--- config.mk ---
export PLATFORM = sky130hd
export DESIGN_NAME = i2c_reg_seq
export DESIGN_NICKNAME = d
export VERILOG_FILES = /design/src/rtl/i2c_reg_seq.sv
export SDC_FILE = /design/constraint.sdc
export NUM_CORES = 1
export LEC_CHECK = 0
export ABC_CLOCK_PERIOD_IN_PS = 1950
export BUFFER_PORTS_ARGS = -buffer_cell sky130_fd_sc_hd__buf_2
export CORE_ASPECT_RATIO = 1.5
export CORE_MARGIN = 4
export CORE_UTILIZATION = 35
export CTS_BUF_LIST = sky130_fd_sc_hd__clkbuf_8
export CTS_CLUSTER_SIZE = 20
export DETAILED_ROUTE_END_ITERATION = 8
export HOLD_SLACK_MARGIN = 0.12
export PLACE_DENSITY = 0.6
export SYNTH_ARGS = -nofsm -noshare
export SYNTH_HDL_FRONTEND = slang
export SYNTH_SLANG_ARGS = --single-unit
--- constraint.sdc ---
create_clock -name clk -period 1.95 [get_ports clk]
set_input_delay 0.39 -clock clk [delete_from_list [all_inputs] [get_ports clk]]
set_output_delay 0.39 -clock clk [all_outputs]
set_load 0.01 [all_outputs]
--- src/rtl/i2c_reg_seq.sv ---
// ---------------------------------------------------------------------------
// i2c_reg_seq
//
// Hardware command sequencer for the cmd/ws/stat port of i2c_master. One
// accepted request runs one indexed register transaction on the bus:
//   write : START|WRITE {addr,0}, WRITE idx, WRITE data x len (last |STOP)
//   read  : START|WRITE {addr,0}, WRITE idx, START|WRITE {addr,1},
//           READ x len (last READ|NACK|STOP, len==0 behaves as len==1)
// A master error aborts with CLRS followed by STOP. An optional per-command
// timeout aborts without issuing anything further.
//
// Ports
//   clk, aresetn              clock, synchronous active-low reset
//   req_valid/req_ready       request handshake (ready only while idle)
//   req_rnw, req_addr,        request fields, latched when accepted
//   req_idx, req_len
//   wr_data/wr_valid/wr_ready write byte stream (consumed when valid & ready)
//   rd_data/rd_valid          read byte stream (one-cycle pulse per byte)
//   done/err/err_stat         end-of-transaction pulse, abort flag and the
//                             master status captured at abort (0 on timeout)
//   m_cmd/m_dat/m_ws          command, data and one-cycle strobe to master
//   m_stat/m_dat_in           status and read data from master
// ---------------------------------------------------------------------------

// Command and status encodings shared with i2c_master.
`ifndef C_SZ
`define C_SZ   6
`define C_STRT 6'h01
`define C_STOP 6'h02
`define C_WRTE 6'h04
`define C_READ 6'h08
`define C_NACK 6'h10
`define C_CLRS 6'h20
`endif

`ifndef S_SZ
`define S_SZ   4
`define SB_DON 0
`define SB_ERR 1
`endif

module i2c_reg_seq #(
  parameter int LEN_W = 4,
  parameter int TMO_W = 16,
  parameter int TMO   = 0
) (
  input  logic              clk,
  input  logic              aresetn,
  input  logic              req_valid,
  output logic              req_ready,
  input  logic              req_rnw,
  input  logic [6:0]        req_addr,
  input  logic [7:0]        req_idx,
  input  logic [LEN_W-1:0]  req_len,
  input  logic [7:0]        wr_data,
  input  logic              wr_valid,
  output logic              wr_ready,
  output logic [7:0]        rd_data,
  output logic              rd_valid,
  output logic              done,
  output logic              err,
  output logic [`S_SZ-1:0]  err_stat,
  output logic [`C_SZ-1:0]  m_cmd,
  output logic [7:0]        m_dat,
  output logic              m_ws,
  input  logic [`S_SZ-1:0]  m_stat,
  input  logic [7:0]        m_dat_in
);

  // Last WAIT count before the timeout fires; counter runs from the strobe.
  localparam logic [TMO_W-1:0] TMO_LAST = (TMO > 0) ? TMO_W'(TMO - 1) : {TMO_W{1'b0}};

  typedef enum logic [3:0] {
    ST_IDLE  = 4'd0,
    ST_ISSUE = 4'd1,
    ST_ARM   = 4'd2,
    ST_WAIT  = 4'd3,
    ST_NEXT  = 4'd4,
    ST_FETCH = 4'd5,
    ST_FIN   = 4'd6,
    ST_CLR   = 4'd7,
    ST_ESTP  = 4'd8
  } state_t;

  // Which command the shared ARM/WAIT states are waiting on.
  typedef enum logic [1:0] {
    PH_RUN  = 2'd0,
    PH_CLR  = 2'd1,
    PH_ESTP = 2'd2
  } phase_t;

  // Position within the transaction.
  localparam logic [1:0] STEP_AW   = 2'd0;  // address + W
  localparam logic [1:0] STEP_IDX  = 2'd1;  // register index
  localparam logic [1:0] STEP_AR   = 2'd2;  // repeated start, address + R
  localparam logic [1:0] STEP_DATA = 2'd3;  // data bytes

  state_t             state_r;
  phase_t             phase_r;
  logic [1:0]         step_r;
  logic               rnw_r;
  logic [6:0]         addr_r;
  logic [7:0]         idx_r;
  logic [LEN_W-1:0]   cnt_r;
  logic [TMO_W-1:0]   tmo_r;
  logic               req_ready_r;
  logic               wr_ready_r;
  logic [7:0]         rd_data_r;
  logic               rd_valid_r;
  logic               done_r;
  logic               err_r;
  logic [`S_SZ-1:0]   err_stat_r;
  logic [`C_SZ-1:0]   m_cmd_r;
  logic [7:0]         m_dat_r;
  logic               m_ws_r;
  logic               tmo_hit_s;
  logic               cnt_one_s;
  logic               cnt_two_s;

  // Data-phase command; the final byte closes the transaction.
  function automatic logic [`C_SZ-1:0] data_cmd(input logic rnw, input logic last);
    logic [`C_SZ-1:0] c;
    if (rnw) begin
      c = `C_READ;
      if (last) begin
        c = c | `C_NACK | `C_STOP;
      end else begin
        c = c;
      end
    end else begin
      c = `C_WRTE;
      if (last) begin
        c = c | `C_STOP;
      end else begin
        c = c;
      end
    end
    return c;
  endfunction

  assign tmo_hit_s = (TMO > 0) && (tmo_r >= TMO_LAST);
  assign cnt_one_s = (cnt_r == LEN_W'(1));
  assign cnt_two_s = (cnt_r == LEN_W'(2));

  assign req_ready = req_ready_r;
  assign wr_ready  = wr_ready_r;
  assign rd_data   = rd_data_r;
  assign rd_valid  = rd_valid_r;
  assign done      = done_r;
  assign err       = err_r;
  assign err_stat  = err_stat_r;
  assign m_cmd     = m_cmd_r;
  assign m_dat     = m_dat_r;
  assign m_ws      = m_ws_r;

  // Sequencer: request acceptance, command issue, status wait, abort paths.
  always_ff @(posedge clk) begin
    if (!aresetn) begin
      state_r     <= ST_IDLE;
      phase_r     <= PH_RUN;
      step_r      <= STEP_AW;
      rnw_r       <= 1'b0;
      addr_r      <= 7'd0;
      idx_r       <= 8'd0;
      cnt_r       <= {LEN_W{1'b0}};
      tmo_r       <= {TMO_W{1'b0}};
      req_ready_r <= 1'b1;
      wr_ready_r  <= 1'b0;
      rd_data_r   <= 8'd0;
      rd_valid_r  <= 1'b0;
      done_r      <= 1'b0;
      err_r       <= 1'b0;
      err_stat_r  <= {`S_SZ{1'b0}};
      m_cmd_r     <= {`C_SZ{1'b0}};
      m_dat_r     <= 8'd0;
      m_ws_r      <= 1'b0;
    end else begin
      // Pulses default low; strobe-to-status counter runs while a command
      // is outstanding and is cleared again wherever a new strobe is raised.
      m_ws_r     <= 1'b0;
      rd_valid_r <= 1'b0;
      done_r     <= 1'b0;
      err_r      <= 1'b0;
      if (state_r == ST_ISSUE || state_r == ST_CLR || state_r == ST_ESTP ||
          state_r == ST_ARM   || state_r == ST_WAIT) begin
        tmo_r <= tmo_r + TMO_W'(1);
      end else begin
        tmo_r <= tmo_r;
      end

      case (state_r)
        ST_IDLE: begin
          if (req_valid && req_ready_r) begin
            rnw_r       <= req_rnw;
            addr_r      <= req_addr;
            idx_r       <= req_idx;
            // A zero-length read still has to fetch one byte to end with NACK.
            cnt_r       <= (req_rnw && (req_len == {LEN_W{1'b0}})) ? LEN_W'(1) : req_len;
            req_ready_r <= 1'b0;
            err_stat_r  <= {`S_SZ{1'b0}};
            phase_r     <= PH_RUN;
            step_r      <= STEP_AW;
            m_cmd_r     <= `C_STRT | `C_WRTE;
            m_dat_r     <= {req_addr, 1'b0};
            m_ws_r      <= 1'b1;
            tmo_r       <= {TMO_W{1'b0}};
            state_r     <= ST_ISSUE;
          end else begin
            state_r <= ST_IDLE;
          end
        end

        ST_ISSUE, ST_CLR, ST_ESTP: begin
          state_r <= ST_ARM;
        end

        // Status from the previous command may still be visible here.
        ST_ARM: begin
          state_r <= ST_WAIT;
        end

        ST_WAIT: begin
          case (phase_r)
            PH_RUN: begin
              if (m_stat[`SB_ERR]) begin
                err_stat_r <= m_stat;
                m_cmd_r    <= `C_CLRS;
                m_ws_r     <= 1'b1;
                tmo_r      <= {TMO_W{1'b0}};
                phase_r    <= PH_CLR;
                state_r    <= ST_CLR;
              end else if (m_stat[`SB_DON]) begin
                state_r <= ST_NEXT;
              end else if (tmo_hit_s) begin
                done_r     <= 1'b1;
                err_r      <= 1'b1;
                err_stat_r <= {`S_SZ{1'b0}};
                state_r    <= ST_FIN;
              end else begin
                state_r <= ST_WAIT;
              end
            end
            PH_CLR: begin
              if (m_stat[`SB_DON]) begin
                m_cmd_r <= `C_STOP;
                m_ws_r  <= 1'b1;
                tmo_r   <= {TMO_W{1'b0}};
                phase_r <= PH_ESTP;
                state_r <= ST_ESTP;
              end else if (tmo_hit_s) begin
                done_r     <= 1'b1;
                err_r      <= 1'b1;
                err_stat_r <= {`S_SZ{1'b0}};
                state_r    <= ST_FIN;
              end else begin
                state_r <= ST_WAIT;
              end
            end
            PH_ESTP: begin
              // A second error while stopping is not reported; the bus is
              // being released either way.
              if (m_stat[`SB_DON]) begin
                done_r  <= 1'b1;
                err_r   <= 1'b1;
                state_r <= ST_FIN;
              end else if (tmo_hit_s) begin
                done_r     <= 1'b1;
                err_r      <= 1'b1;
                err_stat_r <= {`S_SZ{1'b0}};
                state_r    <= ST_FIN;
              end else begin
                state_r <= ST_WAIT;
              end
            end
            default: begin
              done_r  <= 1'b1;
              err_r   <= 1'b1;
              state_r <= ST_FIN;
            end
          endcase
        end

        ST_NEXT: begin
          case (step_r)
            STEP_AW: begin
              // Zero-length write ends right after the index byte.
              m_cmd_r <= (!rnw_r && (cnt_r == {LEN_W{1'b0}})) ? (`C_WRTE | `C_STOP) : `C_WRTE;
              m_dat_r <= idx_r;
              m_ws_r  <= 1'b1;
              tmo_r   <= {TMO_W{1'b0}};
              step_r  <= STEP_IDX;
              state_r <= ST_ISSUE;
            end
            STEP_IDX: begin
              if (rnw_r) begin
                m_cmd_r <= `C_STRT | `C_WRTE;
                m_dat_r <= {addr_r, 1'b1};
                m_ws_r  <= 1'b1;
                tmo_r   <= {TMO_W{1'b0}};
                step_r  <= STEP_AR;
                state_r <= ST_ISSUE;
              end else if (cnt_r == {LEN_W{1'b0}}) begin
                done_r  <= 1'b1;
                state_r <= ST_FIN;
              end else begin
                wr_ready_r <= 1'b1;
                step_r     <= STEP_DATA;
                state_r    <= ST_FETCH;
              end
            end
            STEP_AR: begin
              m_cmd_r <= data_cmd(1'b1, cnt_one_s);
              m_dat_r <= 8'd0;
              m_ws_r  <= 1'b1;
              tmo_r   <= {TMO_W{1'b0}};
              step_r  <= STEP_DATA;
              state_r <= ST_ISSUE;
            end
            STEP_DATA: begin
              cnt_r <= cnt_r - LEN_W'(1);
              if (rnw_r) begin
                rd_data_r  <= m_dat_in;
                rd_valid_r <= 1'b1;
              end else begin
                rd_valid_r <= 1'b0;
              end
              if (cnt_one_s) begin
                done_r  <= 1'b1;
                state_r <= ST_FIN;
              end else if (rnw_r) begin
                // Count still includes the byte just read, so 2 means the
                // next read is the final one.
                m_cmd_r <= data_cmd(1'b1, cnt_two_s);
                m_dat_r <= 8'd0;
                m_ws_r  <= 1'b1;
                tmo_r   <= {TMO_W{1'b0}};
                state_r <= ST_ISSUE;
              end else begin
                wr_ready_r <= 1'b1;
                state_r    <= ST_FETCH;
              end
            end
            default: begin
              done_r  <= 1'b1;
              err_r   <= 1'b1;
              state_r <= ST_FIN;
            end
          endcase
        end

        // Master keeps the bus held while the host is slow; no timeout here.
        ST_FETCH: begin
          if (wr_valid) begin
            wr_ready_r <= 1'b0;
            m_cmd_r    <= data_cmd(1'b0, cnt_one_s);
            m_dat_r    <= wr_data;
            m_ws_r     <= 1'b1;
            tmo_r      <= {TMO_W{1'b0}};
            state_r    <= ST_ISSUE;
          end else begin
            state_r <= ST_FETCH;
          end
        end

        ST_FIN: begin
          req_ready_r <= 1'b1;
          state_r     <= ST_IDLE;
        end

        default: begin
          wr_ready_r  <= 1'b0;
          req_ready_r <= 1'b1;
          state_r     <= ST_IDLE;
        end
      endcase
    end
  end

endmodule
---- Word level (Yosys, flattened, before mapping) ----
Cells that the tools add are included.
word-level totals
  ROM bits ................................ 0
  bits in latches ......................... 0
  bits in writable memories ............... 0
  output and inout port bits .............. 32
  memories kept ........................... 0
  register bits after elaboration ......... 60
operators by class
  muxes and demuxes ....................... 75
  multiply operators ...................... 0
  eq/ne operators ......................... 32
  divide/modulo/power cells ............... 0
  bitwise operators ....................... 2
  add/subtract/negate cells ............... 1
  shifts and indexed selects .............. 0
  reduce and logical (&&, ||, !) cells .... 30
  order comparisons ....................... 0
operators by type and width
  operator                                                          number
  6-bit one-hot mux with 4 select lines                             2
  6-bit 2-to-1 mux                                                  7
  8-bit 2-to-1 mux                                                  5
  8-bit one-hot mux with 4 select lines                             1
  4-bit 2-to-1 mux                                                  7
  3-bit inequality test (second input constant)                     8
  4-bit one-hot mux with 3 select lines                             2
  4-bit one-hot mux with 6 select lines                             1
  8-bit one-hot mux with 3 select lines                             1
  3-bit 2-to-1 mux                                                  7
  4-bit by 3-bit == test with 1-bit output (second input constant)  4
  1-bit 2-to-1 mux                                                  16
  2-bit 2-to-1 mux                                                  8
  4-bit one-hot mux with 2 select lines                             2
  7-bit OR reduction                                                2
  4-bit by 2-bit == test with 1-bit output (second input constant)  3
  4-bit zero test                                                   3
  1-bit one-hot mux with 2 select lines                             6
  2-bit one-hot mux with 2 select lines                             3
  6-bit one-hot mux with 2 select lines                             1
  5-bit 2-to-1 mux                                                  2
  3-bit AND reduction                                               3
  9-bit AND reduction                                               1
  4-bit by 1-bit == test with 1-bit output (second input constant)  2
  other kinds (27)                                                  43

---- Longest topological paths before layout ----
Gate-level depths: netlist of the first run.
  depth in word-level cells ............... 6
  mapped depth ............................ 9

---- Worst setup path before layout of the first run ----
Ideal clock, no wire load.
  path kind ............................... register -> register
  start point ............................. reg cnt_r[1]
  end point ............................... reg m_dat_r[1], in the netlist m_dat[1]
  arrival ................................. 1.858 ns
  stages on the path, launching flop included .. 9
  buffers on the path ..................... 2
  library setup time ...................... 0.116 ns
  slack ................................... -0.024 ns
  cells stage by stage .................... dfxtp_1 > inv_1 > ha_1 > or3b_2 > clkbuf_2 > a211oi_4 > nor4_2 > buf_6 > o211a_1
between the ends
  cells in the longest elaborated chain, start to end .. 3
RTL lines
  item                                      line  source
  start, declared                           104   logic [LEN_W-1:0] cnt_r;
  start signal, assigned                    165   cnt_r <= {LEN_W{1'b0}};
  start signal, assigned                    198   cnt_r <= (req_rnw && (req_len == {LEN_W{1'b0}})) ? LEN_W'(1) : req_len;
  start signal, assigned                    320   cnt_r <= cnt_r - LEN_W'(1);
  4-bit by 1-bit == test with 1-bit output  142   assign cnt_one_s = (cnt_r == LEN_W'(1));
  3-bit inequality test (no line)           n/a
  6-bit AND reduction (no line)             n/a
  end signal, assigned                      204   m_dat_r <= {req_addr, 1'b0};
  end signal, assigned                      288   m_dat_r <= idx_r;
  end signal, assigned                      297   m_dat_r <= {addr_r, 1'b1};
  end, declared                             114   logic [7:0] m_dat_r;
No other way between the ends.
A chain may end at the register's enable or synchronous reset.

---- Final worst setup path of the first run ----
  start point ............................. reg state_r[0]
  end point ............................... reg m_cmd_r[0], in the netlist m_cmd[0]
between the ends
  cells in the longest elaborated chain, start to end .. 3
  elaborated cells between the ends (all ways) .. 15
RTL lines
  item                                                              line  source
  start, declared                                                   98    state_t state_r;
  start signal, assigned                                            159   state_r <= ST_IDLE;
  start signal, assigned                                            207   state_r <= ST_ISSUE;
  start signal, assigned                                            209   state_r <= ST_IDLE;
  4-bit by 3-bit == test with 1-bit output (tied with other cells)  191   case (state_r)
  3-bit inequality test (no line) (tied with other cells)           n/a
  9-bit AND reduction (no line)                                     n/a
  end signal, assigned                                              174   m_cmd_r <= {`C_SZ{1'b0}};
  end signal, assigned                                              203   m_cmd_r <= `C_STRT | `C_WRTE;
  end signal, assigned                                              227   m_cmd_r <= `C_CLRS;
  end, declared                                                     113   logic [`C_SZ-1:0] m_cmd_r;
Parallel ways exist; a longest one is shown, timed or not.

==> flow_summary.toml, run 1 <==
[clocking]
clk-insertion-delay-late_ns = 0.35
h-tree-depth = 3
clockBufferDepth = 2
cts.hold.buffers_added = 0
cts_tree = "yes"
numClockSinks = 60
cts_root_buf = "clkbuf_8"
cts_buffers = 9
path_clk_slew_ns = 0.07

[power]
p_clk_share_pct = 39.5
p_per_area_nw_per_um2 = 910
power.switching_mw = 1.07
seq_power_share_pct = 36.2
p_comb_share_pct = 24.4
ir_worst_vdd_v = 0.000555
p_sw_share_pct = 27.6
internal-power_mw = 2.81
leakage_nw = 1.83

[layout]
multi_input_area_um2 = 1890
drive_gt1_share_pct = 30.3
mostFrequentLayoutCell = "nand2_1"
nNetsFinal = 560
final_cell_mix = "nand2_1 (108), buf_2 (76), dfxtp_1 (56), buf_4 (39), o21ai_0 (19)"
area.growth.synth_to_final_pct = 31.7
num-fill-cells = 943
final_cells = 622
antenna_cells = 0
seq_area_um2 = 1210

[timing]
post-route-period-util_pct = 97.5
max_freq_mhz = 526
rsz0062_at_grt = "yes"
worst_pin_slew_ns = 0.493
setup_violations = 0
worst_slack_ns = 0.0496
slew_headroom_pct = 67.1
fin_crit_ns = 1.90
fin_skew_ns = 0.00932
hold_viol_final = 0
drv_slew = 0

[synthesis]
postSynth.asyncResetShare_pct = 0
synth_edf_count = 0
synth_top_area_cell = "dfxtp_1"
synthesis.instances = 410
avgSynthCellArea_um2 = 7.91
synthTopCellsByArea = "dfxtp_1 (37%), nand2_1 (13%), a21boi_0 (3.7%), o211a_1 (3.4%), a21boi_1 (3.2%)"
syn_nets = 462
ys_warn_count = 0
synth_seq_cells = 60
synth_top_area_share_pct = 37.0
ys_seq_area_share_pct = 37.0
yosys_most_used_dff = "dfxtp_1"
synth_area_um2 = 3240
ys_types = 61

[placement]
gp_congestion = 0.905
portBuffers = 75
placedCellCount = 602
place_worst_setup_slack_ns = -0.0363
place_hpwl_mm = 7.36

[grt]
grt_pass1_wl_mm = 16.0
grt_pass1_vias = 3241
grt_max_degree = 25
grtUsageTotal_pct = 18.6
antenna_found_initial = 0
grt-ovfl-total = 0

[die]
die_area_um2 = 10900
num_io_pins = 76
start_util_pct = 36.3
fp.dieW_um = 86.6
die_y_um = 126
rows = 42
coreArea_um2 = 8930

[outcome]
status = "completed"

[setup_path]
r2r_cells = 7
rrSetupSlack_ns = 0.05
regToRegEndpoint = "m_cmd[0]"
crit_path_start_kind = "flop"
path_class = "flop to flop"
cp-end-kind = "flop"
critPathMaxFanout = 11
cp.arrival_ns = 2.13
path_cells = "buf_4 -> or4bb_1 -> o22ai_2 -> buf_4 -> nor4_2 -> buf_4 -> o211a_1"
rr_startpoint = "state_r[0]"
crit_slowest_cell = "or4bb_1"
cpPeakStageDelay_ns = 0.47
crit_start = "state_r[0]"
crit_required_ns = 2.18
cpMostUsedCell = "buf_4"

[routing]
drtAntennaViolNets = 0
wirelength_mm = 9.90
num_vias = 3261
routedWlPerCell_um = 15.9
first_iter_violations = 234
drc_errors = 0
firstDrtPassIters = 5
via_per_inst = 5.24

[min_path]
hold_depth = 3
holdCritPathClass = "primary input to flop"
min_to = "idx_r[6]"
hp-start = "req_idx[6]"

[job]
cap_viol_max_count = 0
## cell type report
type                    count  share of cell area (%)
clock buffers              11                    3.55
clock inverters             4                    2.81
inverters                  12                    1.05
multi-input cells         307                    44.3
flip-flops and latches     60                    28.3
well taps                 110                    3.22
repair buffers            118                    16.8
## synthesized netlist by cell type, types with 2 or more instances
cell type and instances:
a211oi_1 3, a21boi_0 16, a21boi_1 14, a21oi_1 11
a221oi_1 7, a22oi_1 4, a311oi_1 2, a31oi_1 2
and2_1 2, buf_2 5, buf_6 3, clkbuf_1 20
clkbuf_2 2, dfxtp_1 60, ha_1 8, inv_1 12
mux2i_1 2, nand2_1 108, nand2b_1 6, nand3_1 9
nor2_1 19, nor2b_1 7, nor3_1 5, nor4_1 3
o211a_1 11, o211ai_1 4, o21ai_0 20, o21ai_1 4
o22ai_1 2, o22ai_2 2, o31a_1 3, o32a_1 2
or3_1 3, or3b_2 2
## cell families after synthesis
kind of cell               count (synthesis)  share of synthesized area, %
and+or+nand+nor                          177                          25.5
DFF                                       60                          37.0
muxes                                      3                         0.965
adders and majority gates                  8                          3.09
AOI/OAI and AO/OA                        119                          27.4
buffers and inverters                     43                          6.06
## metal layers
layer	up-vias	GRT usage (%)	part of all wire, %
met5	-	0	0
met4	0	8.17	2.1
met3	13	3.46	5.3
met2	92	32.9	52
met1	1523	21.3	41
li1	1633	-	-
## through the flow
step | util [%] | total power, mW | hold WS (ns) | setup TNS (ns) | cell area, um2
after floorplan | - | 1.96 | 0.435 | 0 | 3270
after global placement | 43.8 | 2.28 | 0.441 | -0.0150 | 3910
after detailed placement | 43.8 | 2.30 | 0.446 | -0.0932 | 3910
after CTS | 47.3 | 3.90 | 0.265 | 0 | 4220
after global routing | 47.8 | 4.07 | 0.277 | -0.0494 | 4270
final | 47.8 | 3.89 | 0.279 | 0 | 4270
## repair_timing
action | 4_1_cts | 5_1_grt
pin swaps | 3 | 2
resized for setup | 2 | 12
setup buffers | 2 | 2
gates cloned | 0 | 1
setup endpoints to repair | 15 | 36
## worst max-delay path, delay by kind of cell, from the launching register on
kind                   cells  cell delay (ns)
buffers and inverters      3             0.51
DFF                        1             0.37
AOI/OAI and AO/OA          2             0.39
and+or+nand+nor            2             0.52
## power by group through the flow
| stage | clock network, mW | registers [mW] | logic [mW] |
|---|---|---|---|
| 2_1_floorplan | 0 | 1.45 | 0.512 |
| 3_3_place_gp | 0 | 1.43 | 0.858 |
| 3_5_place_dp | 0 | 1.43 | 0.866 |
| 4_1_cts | 1.58 | 1.40 | 0.917 |
| 5_1_grt | 1.62 | 1.42 | 1.04 |
| 6_report | 1.53 | 1.41 | 0.947 |
## worst max-delay path by stage
stage	cells after the start	endpoint	slack (ns)
floorplan	8	m_dat[1]	0.07
global placement	6	cnt_r[1]	-0.02
detailed placement	6	cnt_r[1]	-0.04
CTS	6	cnt_r[1]	0.0003
global route	9	m_cmd[2]	-0.02
finish	7	m_cmd[0]	0.05
## flip-flops by register name (all words and copies together) (netlist names), 2 cells and up
name and cells:
addr_r 7, step_r 2, idx_r 8, err_stat 4
m_cmd 6, phase_r 2, state_r 4, m_dat 8
cnt_r 4, rd_data 8
(Power assumes the default switching activity.)
==> run 2, diff against run 1 <==
--- a/config.mk
+++ b/config.mk
@@ -15,3 +15,3 @@
 export DETAILED_ROUTE_END_ITERATION = 8
-export HOLD_SLACK_MARGIN = 0.12
+export HOLD_SLACK_MARGIN = 0.06
 export PLACE_DENSITY = 0.6
==> constraint.sdc (replaced) <==
create_clock -name clk -period 1.95 [get_ports clk]
set_input_delay 0.0975 -clock clk [delete_from_list [all_inputs] [get_ports clk]]
set_output_delay 0.0975 -clock clk [all_outputs]
set_load 0.01 [all_outputs]
==> run 2 against run 1 <==
Compared with the run above: sequential share of layout area decreased by 2.2 points; die area did not move; worst setup slack worse by 0.0096 ns; core utilization increased by 3.9 points; clock skew is 0.0030 ns higher; global-route usage rose by 0.26 points; worst hold slack lost 0.15 ns; flip-flop and latch count stayed put; register-to-register slack about the same; clock power is 22% lower; clock-buffer cell count is 2 lower; cell count is 5.5% higher; largest cell class unchanged.
==> flow_summary.toml, run 2 (synthesized netlist as in run 1, its figures left out) <==
[outcome]
status = "completed"

[timing]
drv_slew = 0
fin_skew_ns = 0.0123
rsz0062_at_grt = "yes"
setup_violations = 0
worst_pin_slew_ns = 0.531
fin_crit_ns = 1.91
max_freq_mhz = 524
hold_viol_final = 0
tns_ns = 0
post-route-period-util_pct = 97.9
slew_headroom_pct = 64.6

[routing]
wirelength_mm = 10.6
via_per_inst = 5.29
num_vias = 3468
drc_errors = 0
drtAntennaViolNets = 0
routedWlPerCell_um = 16.1
first_iter_violations = 168
firstDrtPassIters = 5

[die]
num_io_pins = 76
coreArea_um2 = 8930
start_util_pct = 36.3
fp.dieW_um = 86.6
rows = 42
die_area_um2 = 10900
die_y_um = 126

[clocking]
cts_buffers = 9
h-tree-depth = 3
cts_root_buf = "clkbuf_8"
clockBufferDepth = 2
clk-insertion-delay-late_ns = 0.35
path_clk_slew_ns = 0.07
cts_tree = "yes"
numClockSinks = 60

[layout]
final_util_pct = 51.7
drive_gt1_share_pct = 30.0
mostFrequentLayoutCell = "nand2_1"
final_cell_mix = "nand2_1 (108), buf_2 (75), dfxtp_1 (55), buf_4 (43), dlygate4sd3_1 (27)"
final_cells = 656
antenna_cells = 0
nNetsFinal = 594
area.growth.synth_to_final_pct = 42.4

[setup_path]
cp-end-kind = "flop"
crit_required_ns = 2.25
path_cells = "or4b_4 -> buf_12 -> o22ai_4 -> buf_12 -> nor4_4 -> buf_4 -> nand2_1 -> o211a_1"
path_class = "flop to flop"
r2r_cells = 8
crit_slowest_cell = "or4b_4"
cpPeakStageDelay_ns = 0.60
critPathMaxFanout = 8
cpMostUsedCell = "buf_12"
cp.arrival_ns = 2.21
crit_path_start_kind = "flop"

[grt]
grt-ovfl-total = 0
grtUsageTotal_pct = 18.8
grt_pass1_vias = 3385
antenna_found_initial = 0
grt_max_degree = 38
grt_pass1_wl_mm = 16.2

[power]
leakage_nw = 1.96
ir_worst_vdd_v = 0.000501
p_per_area_nw_per_um2 = 784
power_mw = 3.62

[placement]
gp_congestion = 0.924
placedCellCount = 608
place_hpwl_mm = 7.35
portBuffers = 75

[min_path]
hold_depth = 3
holdCritPathClass = "primary input to flop"

[job]
cap_viol_max_count = 0
## run 2: cell types whose count changed in the layout (fill, tap and decap cells not counted), sizes merged
cell,change
buf,+5
bufinv,-2
clkbuf,-2
clkinv,+2
clkinvlp,+1
dlygate4sd3,+27
inv,+1
nor4,+2
## run 2: cell type report
cell class                      instances  area, um2
Fill cell                             878       4310
Multi-Input combinational cell        309       1970
Sequential cell                        60       1210
Timing Repair Buffer                  150       1050
Tap cell                              110        138
Clock buffer                            9        124
Clock inverter                          6       81.3
Inverter                               12       45.0
## run 2: per-stage QoR
stage                     instance area (um2)  setup slack (ns)  hold WS [ns]
final                                    4620            0.0401         0.124
after floorplan                          3270            0.0675         0.232
after CTS                                4460           -0.0373        0.0922
after global routing                     4620           -0.0166         0.146
after detailed placement                 3960            -0.219         0.353
after global placement                   3960            -0.151         0.349
## run 2: report_power, final
part | internal [mW] | leakage (nW) | switching, mW
registers | 1.34 | 0.491 | 0.0684
logic | 0.468 | 1.36 | 0.552
clock network | 0.702 | 0.106 | 0.495
## run 2: worst max-delay path: cells and delay by family, from the launching register on
| kind | cells | cell delay, ns |
|---|---|---|
| buffers and inverters | 3 | 0.49 |
| AO/OA/AOI/OAI | 2 | 0.30 |
| flip-flops | 1 | 0.35 |
| AND/OR/NAND/NOR | 3 | 0.71 |
## run 2: final timing paths
kind	from	to	slack, ns
worst min-delay path	req_valid	req_ready	0.12
worst max register to register	state_r[0]	m_dat[3]	0.04
worst max-delay path	state_r[0]	m_dat[3]	0.04
worst min register to register	m_cmd[1]	m_cmd[1]	0.45
## run 2: what timing repair did
action | 4_1_cts | 5_1_grt
endpoints found under the setup margin | 19 | 19
hold buffers | 27 | 0
setup buffers | 0 | 4
pin swaps | 6 | 6
gates resized for setup | 5 | 14
endpoints found under the hold margin | 27 | 0
cloned | 0 | 2
## run 2: routing by layer
| metal | vias to the layer above | share of wire [%] | global-route usage, % |
|---|---|---|---|
| met1 | 1629 | 39 | 20.9 |
| met5 | - | 0 | 0 |
| met4 | 0 | 3.4 | 8.81 |
| met3 | 28 | 4.3 | 4.18 |
| li1 | 1708 | - | - |
| met2 | 103 | 53 | 33.4 |
